**src/rtl/pipe_reg_chain_pkg.sv**
```systemverilog
// Shared helpers for the registered valid/ready pipeline.
package pipe_pkg;

  function automatic int cnt_width(input int depth);
    return $clog2(depth + 1);
  endfunction

endpackage

```
**src/rtl/pipe_reg_chain_if.sv**
```systemverilog
// Handshake bundle between producer, pipeline and consumer.
interface pipe_reg_chain_if #(
  parameter int WIDTH = 8,
  parameter int DEPTH = 2
);
  logic                                  flush;
  logic                                  in_valid;
  logic [WIDTH-1:0]                      in_data;
  logic                                  in_ready;
  logic                                  out_valid;
  logic [WIDTH-1:0]                      out_data;
  logic                                  out_ready;
  logic [pipe_pkg::cnt_width(DEPTH)-1:0] count;

  modport slave (
    input  flush, in_valid, in_data, out_ready,
    output in_ready, out_valid, out_data, count
  );

  modport master (
    output flush, in_valid, in_data, out_ready,
    input  in_ready, out_valid, out_data, count
  );
endinterface

```
**src/rtl/pipe_reg_chain_stage.sv**
```systemverilog
// One register stage: captures incoming word when advanced, holds otherwise.
module pipe_stage #(
  parameter int               WIDTH     = 8,
  parameter logic [WIDTH-1:0] RESET_VAL = {WIDTH{1'b0}}
) (
  input  logic             clk,
  input  logic             rst,
  input  logic             flush,
  input  logic             adv,
  input  logic             iv,
  input  logic [WIDTH-1:0] id,
  output logic             v,
  output logic [WIDTH-1:0] d
);

  always_ff @(posedge clk or posedge rst) begin
    if (rst) begin
      v <= 1'b0;
      d <= RESET_VAL;
    end else if (flush) begin
      v <= 1'b0;
      d <= RESET_VAL;
    end else if (adv) begin
      v <= iv;
      // data only moves with a valid word so idle stages keep their contents
      if (iv) d <= id;
    end
  end

endmodule

```
**src/rtl/pipe_reg_chain.sv**
```systemverilog
// Parametrised register chain with bubble-collapsing backpressure, flush and occupancy.
module pipe_reg_chain
  import pipe_pkg::*;
#(
  parameter int               WIDTH     = 8,
  parameter int               DEPTH     = 2,
  parameter logic [WIDTH-1:0] RESET_VAL = {WIDTH{1'b0}}
) (
  input  logic              clk,
  input  logic              rst,
  pipe_reg_chain_if.slave   bus
);

  localparam int CW = cnt_width(DEPTH);

  if (DEPTH < 1) begin : g_bad_depth
    $error("pipe_reg_chain: DEPTH must be at least 1");
  end

  logic [DEPTH-1:0] v;
  logic [DEPTH-1:0] adv;
  logic [WIDTH-1:0] d [DEPTH];
  logic [CW-1:0]    cnt;

  // Ready ripples combinationally from the output back to stage 0 for full throughput.
  always_comb begin
    adv = '0;
    adv[DEPTH-1] = !v[DEPTH-1] | bus.out_ready;
    for (int k = DEPTH - 2; k >= 0; k--) begin
      adv[k] = !v[k] | adv[k+1];
    end
  end

  for (genvar k = 0; k < DEPTH; k++) begin : g_stage
    logic             iv;
    logic [WIDTH-1:0] id;
    if (k == 0) begin : g_head
      assign iv = bus.in_valid;
      assign id = bus.in_data;
    end else begin : g_body
      assign iv = v[k-1];
      assign id = d[k-1];
    end

    pipe_stage #(
      .WIDTH     (WIDTH),
      .RESET_VAL (RESET_VAL)
    ) u_stage (
      .clk   (clk),
      .rst   (rst),
      .flush (bus.flush),
      .adv   (adv[k]),
      .iv    (iv),
      .id    (id),
      .v     (v[k]),
      .d     (d[k])
    );
  end

  always_comb begin
    cnt = '0;
    for (int k = 0; k < DEPTH; k++) begin
      cnt = cnt + CW'(v[k]);
    end
  end

  assign bus.in_ready  = adv[0] & !bus.flush;
  assign bus.out_valid = v[DEPTH-1] & !bus.flush;
  assign bus.out_data  = d[DEPTH-1];
  assign bus.count     = cnt;

endmodule

```
**src/flat_wrapper.sv**
```systemverilog
// flat-port wrapper written by rule: the top's interface ports become plain ports
module pipe_reg_chain_flat import pipe_pkg::*;
#(
  parameter int               WIDTH     = 8,
  parameter int               DEPTH     = 2,
  parameter logic [WIDTH-1:0] RESET_VAL = {WIDTH{1'b0}}
)
  (clk, rst, bus_flush, bus_in_valid, bus_in_data, bus_out_ready, bus_in_ready, bus_out_valid, bus_out_data, bus_count);
  pipe_reg_chain_if #(.WIDTH(WIDTH), .DEPTH(DEPTH)) bus_i ();
  input  logic clk;
  input  logic rst;
  input wire logic [$bits(bus_i.flush)-1:0] bus_flush;
  input wire logic [$bits(bus_i.in_valid)-1:0] bus_in_valid;
  input wire logic [$bits(bus_i.in_data)-1:0] bus_in_data;
  input wire logic [$bits(bus_i.out_ready)-1:0] bus_out_ready;
  output wire logic [$bits(bus_i.in_ready)-1:0] bus_in_ready;
  output wire logic [$bits(bus_i.out_valid)-1:0] bus_out_valid;
  output wire logic [$bits(bus_i.out_data)-1:0] bus_out_data;
  output wire logic [$bits(bus_i.count)-1:0] bus_count;
  assign bus_i.flush = bus_flush;
  assign bus_i.in_valid = bus_in_valid;
  assign bus_i.in_data = bus_in_data;
  assign bus_i.out_ready = bus_out_ready;
  assign bus_in_ready = bus_i.in_ready;
  assign bus_out_valid = bus_i.out_valid;
  assign bus_out_data = bus_i.out_data;
  assign bus_count = bus_i.count;
  pipe_reg_chain #(.WIDTH(WIDTH), .DEPTH(DEPTH), .RESET_VAL(RESET_VAL)) u_core (.clk(clk), .rst(rst), .bus(bus_i));
endmodule
```
**config.mk**
```make
export PLATFORM = sky130hd
export DESIGN_NAME = pipe_reg_chain_flat
export DESIGN_NICKNAME = d
export VERILOG_FILES = /design/src/rtl/pipe_reg_chain_pkg.sv /design/src/rtl/pipe_reg_chain_if.sv /design/src/rtl/pipe_reg_chain_stage.sv /design/src/rtl/pipe_reg_chain.sv /design/src/flat_wrapper.sv
export SDC_FILE = /design/constraint.sdc
export NUM_CORES = 1
export LEC_CHECK = 0
export BUFFER_PORTS_ARGS = -buffer_cell sky130_fd_sc_hd__buf_4
export CAP_MARGIN = 10
export CORE_ASPECT_RATIO = 0.7
export CORE_MARGIN = 3
export CORE_UTILIZATION = 42
export DETAILED_ROUTE_END_ITERATION = 8
export PLACE_DENSITY_LB_ADDON = 0.05
export SLEW_MARGIN = 20
export SYNTH_ARGS = -nofsm -noshare
export SYNTH_HDL_FRONTEND = slang
export SYNTH_HIERARCHICAL = 1
export SYNTH_SLANG_ARGS = --single-unit
export TNS_END_PERCENT = 50
```
**constraint.sdc**
```tcl
create_clock -name clk -period 1.4 [get_ports clk]
set_input_delay 0.07 -clock clk [delete_from_list [all_inputs] [get_ports clk]]
set_output_delay 0.07 -clock clk [all_outputs]
set_load 0.1 [all_outputs]
```
==> qor.csv <==
stage,metric,value,unit
run_status,status,completed,
layout,layout.cells.non_filler,140,
place,place_ws,0.180,ns
worst_setup_path,cp_top_family,flip-flops,
floorplanning,die_height,46.2,um
timing,hold_ws,0.0205,ns
worst_setup_path,crit_chain,"ha_1, buf_12",
worst_setup_path,r2r_setup_slack,0.20,ns
routing,drt_wl_total,1920,um
routing,dr.pass1.iters,4,
synthesis,yosysUniqueCellTypes,18,
power_and_ir_drop,comb_power_share,20.9,%
worst_setup_path,crit_buf_inv,1,
routing,routed-wl-met3,135,um
power_and_ir_drop,switchingPower,0.321,mW
synthesis,ys_seq_elements,18,
worst_setup_path,worst_setup_path_end_kind,output pin,
worst_setup_path,critPathRequiredTime,1.33,ns
place,io_buffers,24,
worst_setup_path,start_kind,register,
worst_setup_path,worst-path-stages,2,
routing,met2_length,864,um
global_route,antenna_found_initial,0,
routing,wl_per_cell,13.7,um
routing,drt_iter0_markers,33,
layout,mostFrequentLayoutCell,buf_4,
synthesis,synth_nets,101,
routing,top_layer_used,met4,
floorplanning,io_pins,25,
routing,avgViaCountPerCell,4.96,
floorplanning,row_count,13,
worst_setup_path,crit_path_max_fanout,5,
synthesis,ys_seq_area_share,46.5,%
synthesis,mappedNetlistArea,970,um2
worst_setup_path,cp.arrival,1.28,ns
global_route,grt_usage,14.4,%
min_path,hold_path_class,input port to register,
floorplanning,dieArea,2930,um2
power_and_ir_drop,power,1.10,mW
routing,remaining_drc_errors,0,
synthesis,synth_area_per_cell,11.1,um2
clock_tree,insertion_delay,0.29,ns
timing,clock_skew,0.00105,ns
synthesis,yosysWarnings,6,
clock_tree,cts_buffer_depth,2,
worst_setup_path,worst_r2r_path_depth,4,
layout,layout-drive-gt1-share,48.2,%
clock_tree,path_clk_slew,0.10,ns
timing,setup_slack,0.0469,ns
place,dp_hpwl,1300,um
power_and_ir_drop,p_sw_share,29.1,%
flow_run,cap_viol_max_count,0,
layout,area_growth_syn_to_layout,22.5,%
power_and_ir_drop,ir_drop,0.000532,V
clock_tree,tritoncts,built,
worst_setup_path,path_class,register to output pin,
place,place_congestion,0.725,
clock_tree,cts_buffers,3,
min_path,whs_path_depth,3,
global_route,grt_pass1_vias,644,
power_and_ir_drop,power_frac_clock,28.9,%
floorplanning,die_x,63.4,um
power_and_ir_drop,p_leak,0.593,nW
timing,post-route-min-period,1.35,ns
power_and_ir_drop,power_density,929,nW/um2
layout,antenna_cells,0,
synthesis,synthCells,87,
floorplanning,start_util,48.1,%
timing,relSlewSlack,75.3,%
place,dp_cells,133,
clock_tree,clkSinkCount,18,
timing,fin_crit_sh,96.6,%
routing,final_antenna_net_count,0,
timing,finalHoldViolCount,0,
power_and_ir_drop,intPower,0.783,mW
routing,met1_length,904,um
timing,drv_slew,0,
timing,fmax,0.739,GHz
timing,tightestPinTransition,0.371,ns
global_route,grt_max_degree,21,
worst_setup_path,crit_slowest_cell,dfrtp_2,
clock_tree,htreeDepth,1,
timing,setup_viol,0,
layout,fin_nets,125,
global_route,grt_overflow,0,
power_and_ir_drop,p_seq_share,50.2,%
layout,layout_common_cells,"buf_4, nand3_1, dfrtp_1, a21bo_2, a21oi_1",
clock_tree,clockRootBuffer,clkbuf_4,
worst_setup_path,slowest_delay,0.47,ns
routing,vias,694,
layout,utilization,58.9,%
global_route,grt_pass1_wl,3150,um
floorplanning,coreArea,2020,um2
worst min-delay path: cells and delay by family:
family | cells | cell delay [ns]
AO/OA/AOI/OAI | 1 | 0.05
buffers and inverters | 1 | 0.11
AND/OR/NAND/NOR | 1 | 0.05
registers in the layout, summed over array words and instances, names as in the netlist:
| name | flops |
|---|---|
| u_core/g_stage.u_stage/d | 16 |
| u_core/g_stage.u_stage/v | 2 |
final cells by class:
cell class                      instances  area (um2)
Fill cell                             198         830
Sequential cell                        18         453
Multi-Input combinational cell         57         417
Timing Repair Buffer                   29         236
Tap cell                               30        37.5
Clock buffer                            4        36.3
Inverter                                2        7.51
path summary, 6_finish.rpt:
kind | startpoint | end
max | u_core/g_stage[1].u_stage/v | bus_count[0]
min | bus_in_data[1] | u_core/g_stage[0].u_stage/d[1]
max reg2reg | u_core/g_stage[0].u_stage/v | u_core/g_stage[1].u_stage/d[5]
min reg2reg | u_core/g_stage[0].u_stage/d[4] | u_core/g_stage[1].u_stage/d[4]
max in group asynchronous | rst | u_core/g_stage[0].u_stage/v
min in group asynchronous | rst | u_core/g_stage[1].u_stage/d[5]
Yosys cell counts:
| cell | count | area, um2 |
|---|---|---|
| buf_1 | 2 | 7.51 |
| nand2b_1 | 1 | 6.26 |
| a21bo_2 | 14 | 140 |
| buf_4 | 2 | 15.0 |
| mux2i_1 | 2 | 20.0 |
| nor2b_4 | 1 | 13.8 |
| nor2b_1 | 1 | 6.26 |
| inv_1 | 2 | 7.51 |
| a21oi_1 | 14 | 70.1 |
| a21oi_2 | 2 | 17.5 |
| nand3b_4 | 1 | 20.0 |
| buf_6 | 4 | 45.0 |
| nand3_1 | 16 | 80.1 |
| ha_1 | 1 | 12.5 |
| buf_8 | 2 | 30.0 |
| a21bo_1 | 2 | 20.0 |
| nor2_1 | 2 | 7.51 |
| dfrtp_1 | 18 | 450 |
power groups by stage:
stage               clock network, mW  registers, mW  logic (mW)
finish                          0.319          0.554       0.231
global route                    0.360          0.557       0.245
CTS                             0.334          0.556       0.222
detailed placement                  0          0.566       0.214
global placement                    0          0.564       0.214
floorplan                           0          0.597       0.138
timing repair:
item | CTS | global route
setup buffers | 1 | 1
hold buffers | 1 | 0
resized for setup | 3 | 3
setup endpoints to repair | 2 | 2
endpoints found under the hold margin | 18 | 0
stage by stage:
stage	area [um2]	TNS (ns)
5_1_grt	1190	-0.00396
3_3_place_gp	1110	0
6_report	1190	0
4_1_cts	1170	0
3_5_place_dp	1110	0
2_1_floorplan	972	0
kinds of logic (layout without fill, tap and decap cells):
logic type,after synthesis,after routing,share of synthesized area (%)
AOI/OAI and AO/OA,32,32,25.5
muxes,2,2,2.06
DFF,18,18,46.5
adders and majority gates,1,1,1.29
and+or+nand+nor,22,22,13.8
buffers and inverters,12,35,10.8
layer usage:
layer  vias up  global-route usage, %
li1        351                      -
met1       321                   18.3
met2        20                   22.8
met3         2                   5.61
met4         0                   5.15
met5         -                      0
Note: power is estimated with default switching activity, not from simulation.
